### src/rtl/game_pkg.sv
// Shared game-flow types and the game_active codes used by the screen, HUD
// and sprite blocks.
package game_pkg;

  typedef enum logic [2:0] {
    MENU,
    COUNTDOWN,
    PLAY,
    END_DELAY,
    OVER
  } game_state_t;

  localparam logic [1:0] GAME_MENU = 2'd0;
  localparam logic [1:0] GAME_PLAY = 2'd1;
  localparam logic [1:0] GAME_OVER = 2'd2;

  // Digit shown on screen for the frames remaining in the countdown.
  function automatic logic [1:0] countdown_digit(input int unsigned frames_left,
                                                 input int unsigned step);
    if (frames_left > 2 * step) begin
      return 2'd3;
    end else if (frames_left > step) begin
      return 2'd2;
    end else begin
      return 2'd1;
    end
  endfunction

  // game_active code presented for each controller state.
  function automatic logic [1:0] active_code(input game_state_t state);
    case (state)
      MENU:    return GAME_MENU;
      OVER:    return GAME_OVER;
      default: return GAME_PLAY;
    endcase
  endfunction

endpackage

### src/rtl/frame_tick_gen.sv
// One-cycle frame tick on each rising edge of vblnk; reusable by any block
// that counts in video frames.
module frame_tick_gen (
  input  logic clk,
  input  logic rst,
  input  logic vblnk,
  output logic tick
);

  logic vblnk_q;

  // NOTE: sequential state is written with <= so every flop samples the
  // pre-edge value of its neighbours regardless of block ordering.
  always_ff @(posedge clk or posedge rst) begin
    if (rst) begin
      vblnk_q <= 1'b0;
    end else begin
      vblnk_q <= vblnk;
    end
  end

  assign tick = vblnk & ~vblnk_q;

endmodule

### src/rtl/game_state_ctrl.sv
// Game-flow controller: menu -> 3-2-1 countdown -> play -> end delay -> game
// over, with all timing counted in frames and every output registered.
module game_state_ctrl
  import game_pkg::*;
#(
  parameter int unsigned COUNTDOWN_FRAMES = 180,
  parameter int unsigned END_DELAY_FRAMES = 120
) (
  input  logic       clk,
  input  logic       rst,
  input  logic       vblnk,
  input  logic       game_start,
  input  logic       remote_start,
  input  logic       player_2_data_valid,
  input  logic       player_dead,
  input  logic       player_2_dead,
  input  logic       boss_dead,
  output logic [1:0] game_active,
  output logic       game_reset,
  output logic       start_tx,
  output logic       input_freeze,
  output logic [1:0] countdown_val,
  output logic       win
);

  localparam int unsigned CNT_MAX = (COUNTDOWN_FRAMES > END_DELAY_FRAMES) ?
                                    COUNTDOWN_FRAMES : END_DELAY_FRAMES;
  localparam int unsigned CNT_W   = $clog2(CNT_MAX + 1);
  localparam int unsigned STEP    = COUNTDOWN_FRAMES / 3;

  localparam logic [CNT_W-1:0] CNT_ONE  = CNT_W'(1);
  localparam logic [CNT_W-1:0] CNT_ZERO = '0;
  localparam logic [CNT_W-1:0] CD_LOAD  = CNT_W'(COUNTDOWN_FRAMES);
  localparam logic [CNT_W-1:0] ED_LOAD  = CNT_W'(END_DELAY_FRAMES);

  game_state_t      state_q, state_d;
  logic [CNT_W-1:0] cnt_q, cnt_d;
  logic             win_q, win_d;
  logic             game_reset_q, game_reset_d;
  logic             start_tx_q, start_tx_d;
  logic [1:0]       game_active_q, game_active_d;
  logic             input_freeze_q, input_freeze_d;
  logic [1:0]       countdown_val_q, countdown_val_d;

  logic tick;
  logic start_ev;
  logic all_players_dead;

  frame_tick_gen u_frame_tick (
    .clk   (clk),
    .rst   (rst),
    .vblnk (vblnk),
    .tick  (tick)
  );

  assign start_ev         = game_start | (remote_start & player_2_data_valid);
  // A missing peer cannot keep the game alive, so only the local player counts.
  assign all_players_dead = player_dead & (~player_2_data_valid | player_2_dead);

  // NOTE: every signal driven here gets a default first, so no path through
  // the case statement can leave one unassigned and infer a latch.
  always_comb begin
    state_d      = state_q;
    cnt_d        = cnt_q;
    win_d        = win_q;
    game_reset_d = 1'b0;
    start_tx_d   = 1'b0;

    case (state_q)
      MENU, OVER: begin
        if (start_ev) begin
          state_d      = COUNTDOWN;
          cnt_d        = CD_LOAD;
          win_d        = 1'b0;
          game_reset_d = 1'b1;
          // A remote-only start is not echoed back to the peer.
          start_tx_d   = game_start;
        end
      end

      COUNTDOWN: begin
        if (tick) begin
          if (cnt_q <= CNT_ONE) begin
            state_d = PLAY;
            cnt_d   = CNT_ZERO;
          end else begin
            cnt_d = cnt_q - CNT_ONE;
          end
        end
      end

      PLAY: begin
        if (boss_dead) begin
          state_d = END_DELAY;
          cnt_d   = ED_LOAD;
          win_d   = 1'b1;
        end else if (all_players_dead) begin
          state_d = END_DELAY;
          cnt_d   = ED_LOAD;
          win_d   = 1'b0;
        end
      end

      END_DELAY: begin
        if (tick) begin
          if (cnt_q <= CNT_ONE) begin
            state_d = OVER;
            cnt_d   = CNT_ZERO;
          end else begin
            cnt_d = cnt_q - CNT_ONE;
          end
        end
      end

      default: begin
        state_d = MENU;
        cnt_d   = CNT_ZERO;
      end
    endcase

    // Outputs follow the next state so they line up with the state register.
    game_active_d   = active_code(state_d);
    input_freeze_d  = (state_d == COUNTDOWN) || (state_d == END_DELAY);
    countdown_val_d = (state_d == COUNTDOWN) ? countdown_digit(32'(cnt_d), STEP) : 2'd0;
  end

  always_ff @(posedge clk or posedge rst) begin
    if (rst) begin
      state_q         <= MENU;
      cnt_q           <= CNT_ZERO;
      win_q           <= 1'b0;
      game_reset_q    <= 1'b0;
      start_tx_q      <= 1'b0;
      game_active_q   <= GAME_MENU;
      input_freeze_q  <= 1'b0;
      countdown_val_q <= 2'd0;
    end else begin
      state_q         <= state_d;
      cnt_q           <= cnt_d;
      win_q           <= win_d;
      game_reset_q    <= game_reset_d;
      start_tx_q      <= start_tx_d;
      game_active_q   <= game_active_d;
      input_freeze_q  <= input_freeze_d;
      countdown_val_q <= countdown_val_d;
    end
  end

  assign game_active   = game_active_q;
  assign game_reset    = game_reset_q;
  assign start_tx      = start_tx_q;
  assign input_freeze  = input_freeze_q;
  assign countdown_val = countdown_val_q;
  assign win           = win_q;

endmodule

### config.mk
export PLATFORM = sky130hd
export DESIGN_NAME = game_state_ctrl
export DESIGN_NICKNAME = d
export VERILOG_FILES = /design/src/rtl/game_pkg.sv /design/src/rtl/frame_tick_gen.sv /design/src/rtl/game_state_ctrl.sv
export SDC_FILE = /design/constraint.sdc
export NUM_CORES = 1
export LEC_CHECK = 0
export ABC_AREA = 1
export CORE_UTILIZATION = 56
export CTS_BUF_LIST = sky130_fd_sc_hd__clkbuf_8
export CTS_CLUSTER_DIAMETER = 80
export DETAILED_ROUTE_END_ITERATION = 10
export GPL_ROUTABILITY_DRIVEN = 0
export MAX_ROUTING_LAYER = met4
export PLACE_DENSITY = 0.84
export SLEW_MARGIN = 20
export SYNTH_ARGS = -nofsm -noshare
export SYNTH_HDL_FRONTEND = slang
export SYNTH_SLANG_ARGS = --single-unit
### constraint.sdc
create_clock -name clk -period 2.35 [get_ports clk]
set_input_delay 0.705 -clock clk [delete_from_list [all_inputs] [get_ports clk]]
set_output_delay 0.705 -clock clk [all_outputs]
set_load 0.01 [all_outputs]
# --- Word-level counts from Yosys, hierarchy flattened ---
# Cells that the tools add are included.
totals:
  reg_bits: 20
  latch_bits: 0
  ram_bits: 0
  romBits: 0
  input_bits: 9
  out_inout_bits: 8
  elab_cells: 62
  memories: 0
op_classes:
  addsub: 1
  n_mul: 0
  div_mod_pow: 0
  order_cmp: 3
  eq_ne: 9
  shifts: 0
  mux: 26
  n_bitwise: 7
  n_reduce_logical: 7
ops:
  columns: ["operator", "count"]
  rows:
  - ["$mux W8", 5]
  - ["$pmux W8 S3", 1]
  - ["$mux W3", 7]
  - ["$pmux W3 S4", 1]
  - ["$eq A3 B2 Y1 const B", 3]
  - ["$gt A8 B6 Y1 const B", 1]
  - ["$gt A8 B7 Y1 const B", 1]
  - ["$le A8 B1 Y1 const B", 1]
  - ["$sub A8 B1 Y8 const B", 1]
  - ["$mux W1", 7]
  - ["$eq A3 B1 Y1 const B", 2]
  - ["$eq A3 B3 Y1 const B", 2]
  - ["$logic_not A3 Y1", 2]
  - ["$mux W2", 3]
  - ["$pmux W2 S2", 1]
  - ["$reduce_or A2 Y1", 2]
  - ["$and A1 B1 Y1", 3]
  - ["$ne A3 B3 Y1 const B", 1]
  - ["$reduce_and A3 Y1", 1]
  - ["$ne A2 B2 Y1 const B", 1]
  - ["$not A1 Y1", 2]
  - ["$or A1 B1 Y1", 2]
  - ["$pmux W1 S2", 1]
  - ["$reduce_bool A2 Y1", 1]
  - ["$logic_or A1 B1 Y1", 1]

# --- Depth between registers and ports, before layout ---
logic_depth:
  depth_word: 10
  ltp_mapped: 15
  ltp_nobuf: 15

# --- Cells and area by module ---
# A second synthesis with hierarchy kept.
hier_totals:
  hier_cells: 180
  area_unflattened_um2: 1239.9
modules_own_cells:
  columns: ["mod", "n_inst", "cells_each", "area_each_um2"]
  rows:
  - ["game_state_ctrl", 1, 176, 1201.2]
  - ["frame_tick_gen", 1, 4, 38.8]

# --- Worst setup path before layout ---
# OpenSTA, ideal clock, no wires.
synth_path:
  kind: "input-to-reg"
  from: "input port vblnk"
  to: "register countdown_val_q[1], in the netlist countdown_val[1]"
  setup_time_ps: 124
  t_arrival_ps: 1630
  required_ps: 2226
  setup_slack_ps: 596
  path_stages: 11
  path_buffers: 0
  cell_sequence: "inv_1 > nor2_8 > nand4_1 > o21ai_1 > nand2_1 > nand2_1 > nand2_1 > nor2_1 > nand3b_1 > nand2_1 > nor2_1"
synth_via:
  elab_chain_cells: 7
synth_lines:
  columns: ["item", "line_no", "source"]
  rows:
  - ["start, declared", "game_state_ctrl.sv:11", "input logic vblnk,"]
  - ["$and A1 B1 Y1 (*)", "frame_tick_gen.sv:22", "assign tick = vblnk & ~vblnk_q;"]
  - ["$mux W8 (*)", "game_state_ctrl.sv:82", "if (tick) begin"]
  - ["$pmux W8 S3 (*)", "game_state_ctrl.sv:69", "case (state_q)"]
  - ["named net cnt_d[7]", "game_state_ctrl.sv:37", "logic [CNT_W-1:0] cnt_q, cnt_d;"]
  - ["$gt A8 B6 Y1", "game_pkg.sv:22", "end else if (frames_left > step) begin"]
  - ["$mux W2", "game_pkg.sv:22", null]
  - ["$mux W2 (*)", "game_pkg.sv:20", "if (frames_left > 2 * step) begin"]
  - ["$mux W2 (*)", "game_state_ctrl.sv:124", "countdown_val_d = (state_d == COUNTDOWN) ? countdown_digit(32'(cnt_d), STEP) : 2'd0;"]
  - ["named net countdown_val_d[1]", "game_state_ctrl.sv:43", "logic [1:0] countdown_val_q, countdown_val_d;"]
  - ["end signal, assigned", "game_state_ctrl.sv:145", "countdown_val_q <= countdown_val_d;"]
  - ["end, declared", "game_state_ctrl.sv:43", null]
# The timed path passes the listed nets; every way through them passes the cells marked *.
# A chain may end at the register's enable or synchronous reset.

# --- Worst setup path after layout ---
# Same ends and word-level chain as after synthesis.

==> impl_metrics.csv <==
group,metric,value,unit
logic_synthesis,postSynthCellCount,184,
outcome,violations,"design-rule violations",
setup_path,reg2reg_setup_slack,0.27,ns
die,chipWidth,49.76,um
global_routing,track_usage,31.71,%
routing,route.antenna.remaining_nets,0,
setup_path,path_max_fanout,6,
logic_synthesis,syn_area_per_cell,6.943,um2
finish,nNetsFinal,222,
power,power.leakage,0.8443,nW
finish,final_util,77.06,%
logic_synthesis,syn_area,1277,um2
sta,rsz0062_at_grt,"false",
clock_tree,htreeDepth,1,
clock_tree,root_buffer,"clkbuf_8",
sta,worst_pin_slew,0.3176,ns
logic_synthesis,yosys.area_share.adder,1.959,%
outcome,status,"complete, but fails checks",
clock_tree,path_clk_slew,0.07,ns
routing,post_drt_via_cell_ratio,5.515,
finish,final_common_cell,"nand2_1",
clock_tree,tritoncts,"yes",
die,core,2062,um2
sta,period_share,95.03,%
placed_design,dp_cells,230,
setup_path,arrival,2.37,ns
routing,wire_per_inst,14.35,um
clock_tree,cts_buffers,3,
finish,diodes,0,
logic_synthesis,synth_cell_types,24,
setup_path,critPathKind,"input pin to flip-flop",
logic_synthesis,synth_mux_area_share,0,%
logic_synthesis,synth-simple-area-share,41.92,%
global_routing,antenna_found_initial,0,
routing,vias,1307,
die,fp.dieH,49.76,um
logic_synthesis,synth_top_area_share,39.18,%
sta,maxSlewHeadroom,78.75,%
finish,area_growth,24.39,%
power,power.total,2.111,mW
die,io_pins,17,
power,power_density,1328,nW/um2
finish,drive_above_1_share,14.76,%
routing,drt-initial-drc-count,109,
setup_path,crit_path_start_kind,"input pin",
logic_synthesis,synth_top_family_by_area,"simple AND/OR/NAND/NOR gates",
routing,first_pass_iters,10,
global_routing,grt_pass1_vias,1349,
logic_synthesis,seq_area_frac_synth,39.18,%
finish,fill_cells,149,
global_routing,grt_pass1_wl,5.851,mm
setup_path,crit_required,2.49,ns
logic_synthesis,synth-compound-area-share,6.856,%
sta,finalCriticalPeriod,2.233,ns
sta,fmax,447.8,MHz
logic_synthesis,synth-seq-cells,20,
sta,skew,0.001029,ns
logic_synthesis,yosys_warnings,0,
die,die_area,2476,um2
sta,hold_viol_final,0,
die,rows,16,
global_routing,grt-ovfl-total,0,
logic_synthesis,yosys.area_share.xor_xnor,0.6856,%
sta,slew_violations,0,
job,max_cap_viol_count,0,
sta,setup_viol,0,
setup_path,end_kind,"flip-flop",
logic_synthesis,netlist_top_cells_area,"dfrtp_1, nand2_1, inv_1",
logic_synthesis,synth_top_area_cell,"dfrtp_1",
finish,final_cell_count_no_fill,237,
min_path,min_path_type,"flip-flop to flip-flop",
routing,wirelength,3.401,mm
finish,layout_common_cells,"nand2_1, inv_1, nor2_1, dfrtp_1, nand3_1",
logic_synthesis,syn_nets,195,
placed_design,port-buffer-count,16,
clock_tree,clock_latency,0.25,ns
clock_tree,cts_sinks,20,
global_routing,grt_max_degree,21,
placed_design,dp.final_hpwl,2.436,mm
routing,drcViolationCount,1,
die,start_util,61.95,%
power,ir_drop,0.9161,mV
clock_tree,clock_path_buffers,2,
==> per-stage QoR <==
step	TNS, ns	worst slack (ns)	instance area, um2	hold slack (ns)
floorplan	0	0.5964	1277	0.5154
global placement	-0.06829	-0.06829	1506	0.4826
detailed placement	-0.2179	-0.1569	1506	0.4877
CTS	0	0.07473	1562	0.5149
global route	0	0.006360	1589	0.5530
finish	0	0.1168	1589	0.5118
==> worst paths after layout <==
path,from,end,cells past startpoint
min,win$_DFFE_PP0P_,win$_DFFE_PP0P_,2
max reg2reg,cnt_q[0]$_DFF_PP0_,countdown_val[1]$_DFF_PP0_,13
max in group asynchronous,rst,cnt_q[6]$_DFF_PP0_,3
max,vblnk,countdown_val[1]$_DFF_PP0_,12
min in group asynchronous,rst,cnt_q[1]$_DFF_PP0_,3
min reg2reg,win$_DFFE_PP0P_,win$_DFFE_PP0P_,2
==> critical path, stage by stage <==
cell and delay [ns]:
clkdlybuf4s50_1 0.49, inv_1 0.10, nor2_8 0.16, nand4_1 0.15, o21ai_1 0.17, nand2_1 0.06
nand2_1 0.07, nand2_1 0.11, nor2_2 0.15, nand3b_1 0.09, nand2_1 0.08, nor2_1 0.04
==> layout make-up <==
| class | count | area [um2] | share of cell area, % |
|---|---|---|---|
| Multi-Input combinational cell | 132 | 661.9 | 41.65 |
| Sequential cell | 20 | 500.5 | 31.50 |
| Tap cell | 27 | 33.78 | 2.126 |
| Clock buffer | 4 | 55.05 | 3.465 |
| Timing Repair Buffer | 22 | 217.7 | 13.70 |
| Inverter | 32 | 120.1 | 7.559 |
==> timing repair <==
action / CTS / global route
gates resized for setup: 0 / 5
hold buffers: 0 / 0
endpoints found under the setup margin: 0 / 1
buffers inserted: 0 / 3
==> Yosys cell counts (all sizes together) <==
master	count
a21boi	2
a21oi	2
a31oi	1
dfrtp	20
ha	2
inv	32
nand2	62
nand3	19
nand3b	1
nand4	5
nor2	27
o21ai	9
or2	1
xor2	1
==> registers in the layout, indices dropped and copies added (netlist names) <==
signal	flops
u_frame_tick.vblnk_q	1
cnt_q	8
win	1
game_reset	1
input_freeze	1
game_active	2
countdown_val	2
start_tx	1
state_q	3
==> metal layers <==
metal	track usage, %	share of wire [%]	wire (um)
met5	-	0	0
met4	8.095	1.0	34
met3	4.321	7.7	263
met2	55.41	50	1704
met1	38.29	41	1398
==> cells by family (layout without fill, tap and decap cells) <==
logic type,Yosys count,in the layout
and+or+nand+nor,115,115
DFF,20,20
adders and majority gates,2,2
xor gates and xnor gates,1,1
AOI/OAI and AO/OA,14,14
buffers and inverters,32,58
==> where the power goes <==
part,total (mW),switching [mW],internal (mW),leakage [nW]
sequential,0.605,0.128,0.477,0.249
clock,0.257,0.108,0.149,0.0288
combinational,1.25,0.775,0.473,0.567
total,2.11,1.01,1.10,0.844
Power figures use the tool's default switching activity.
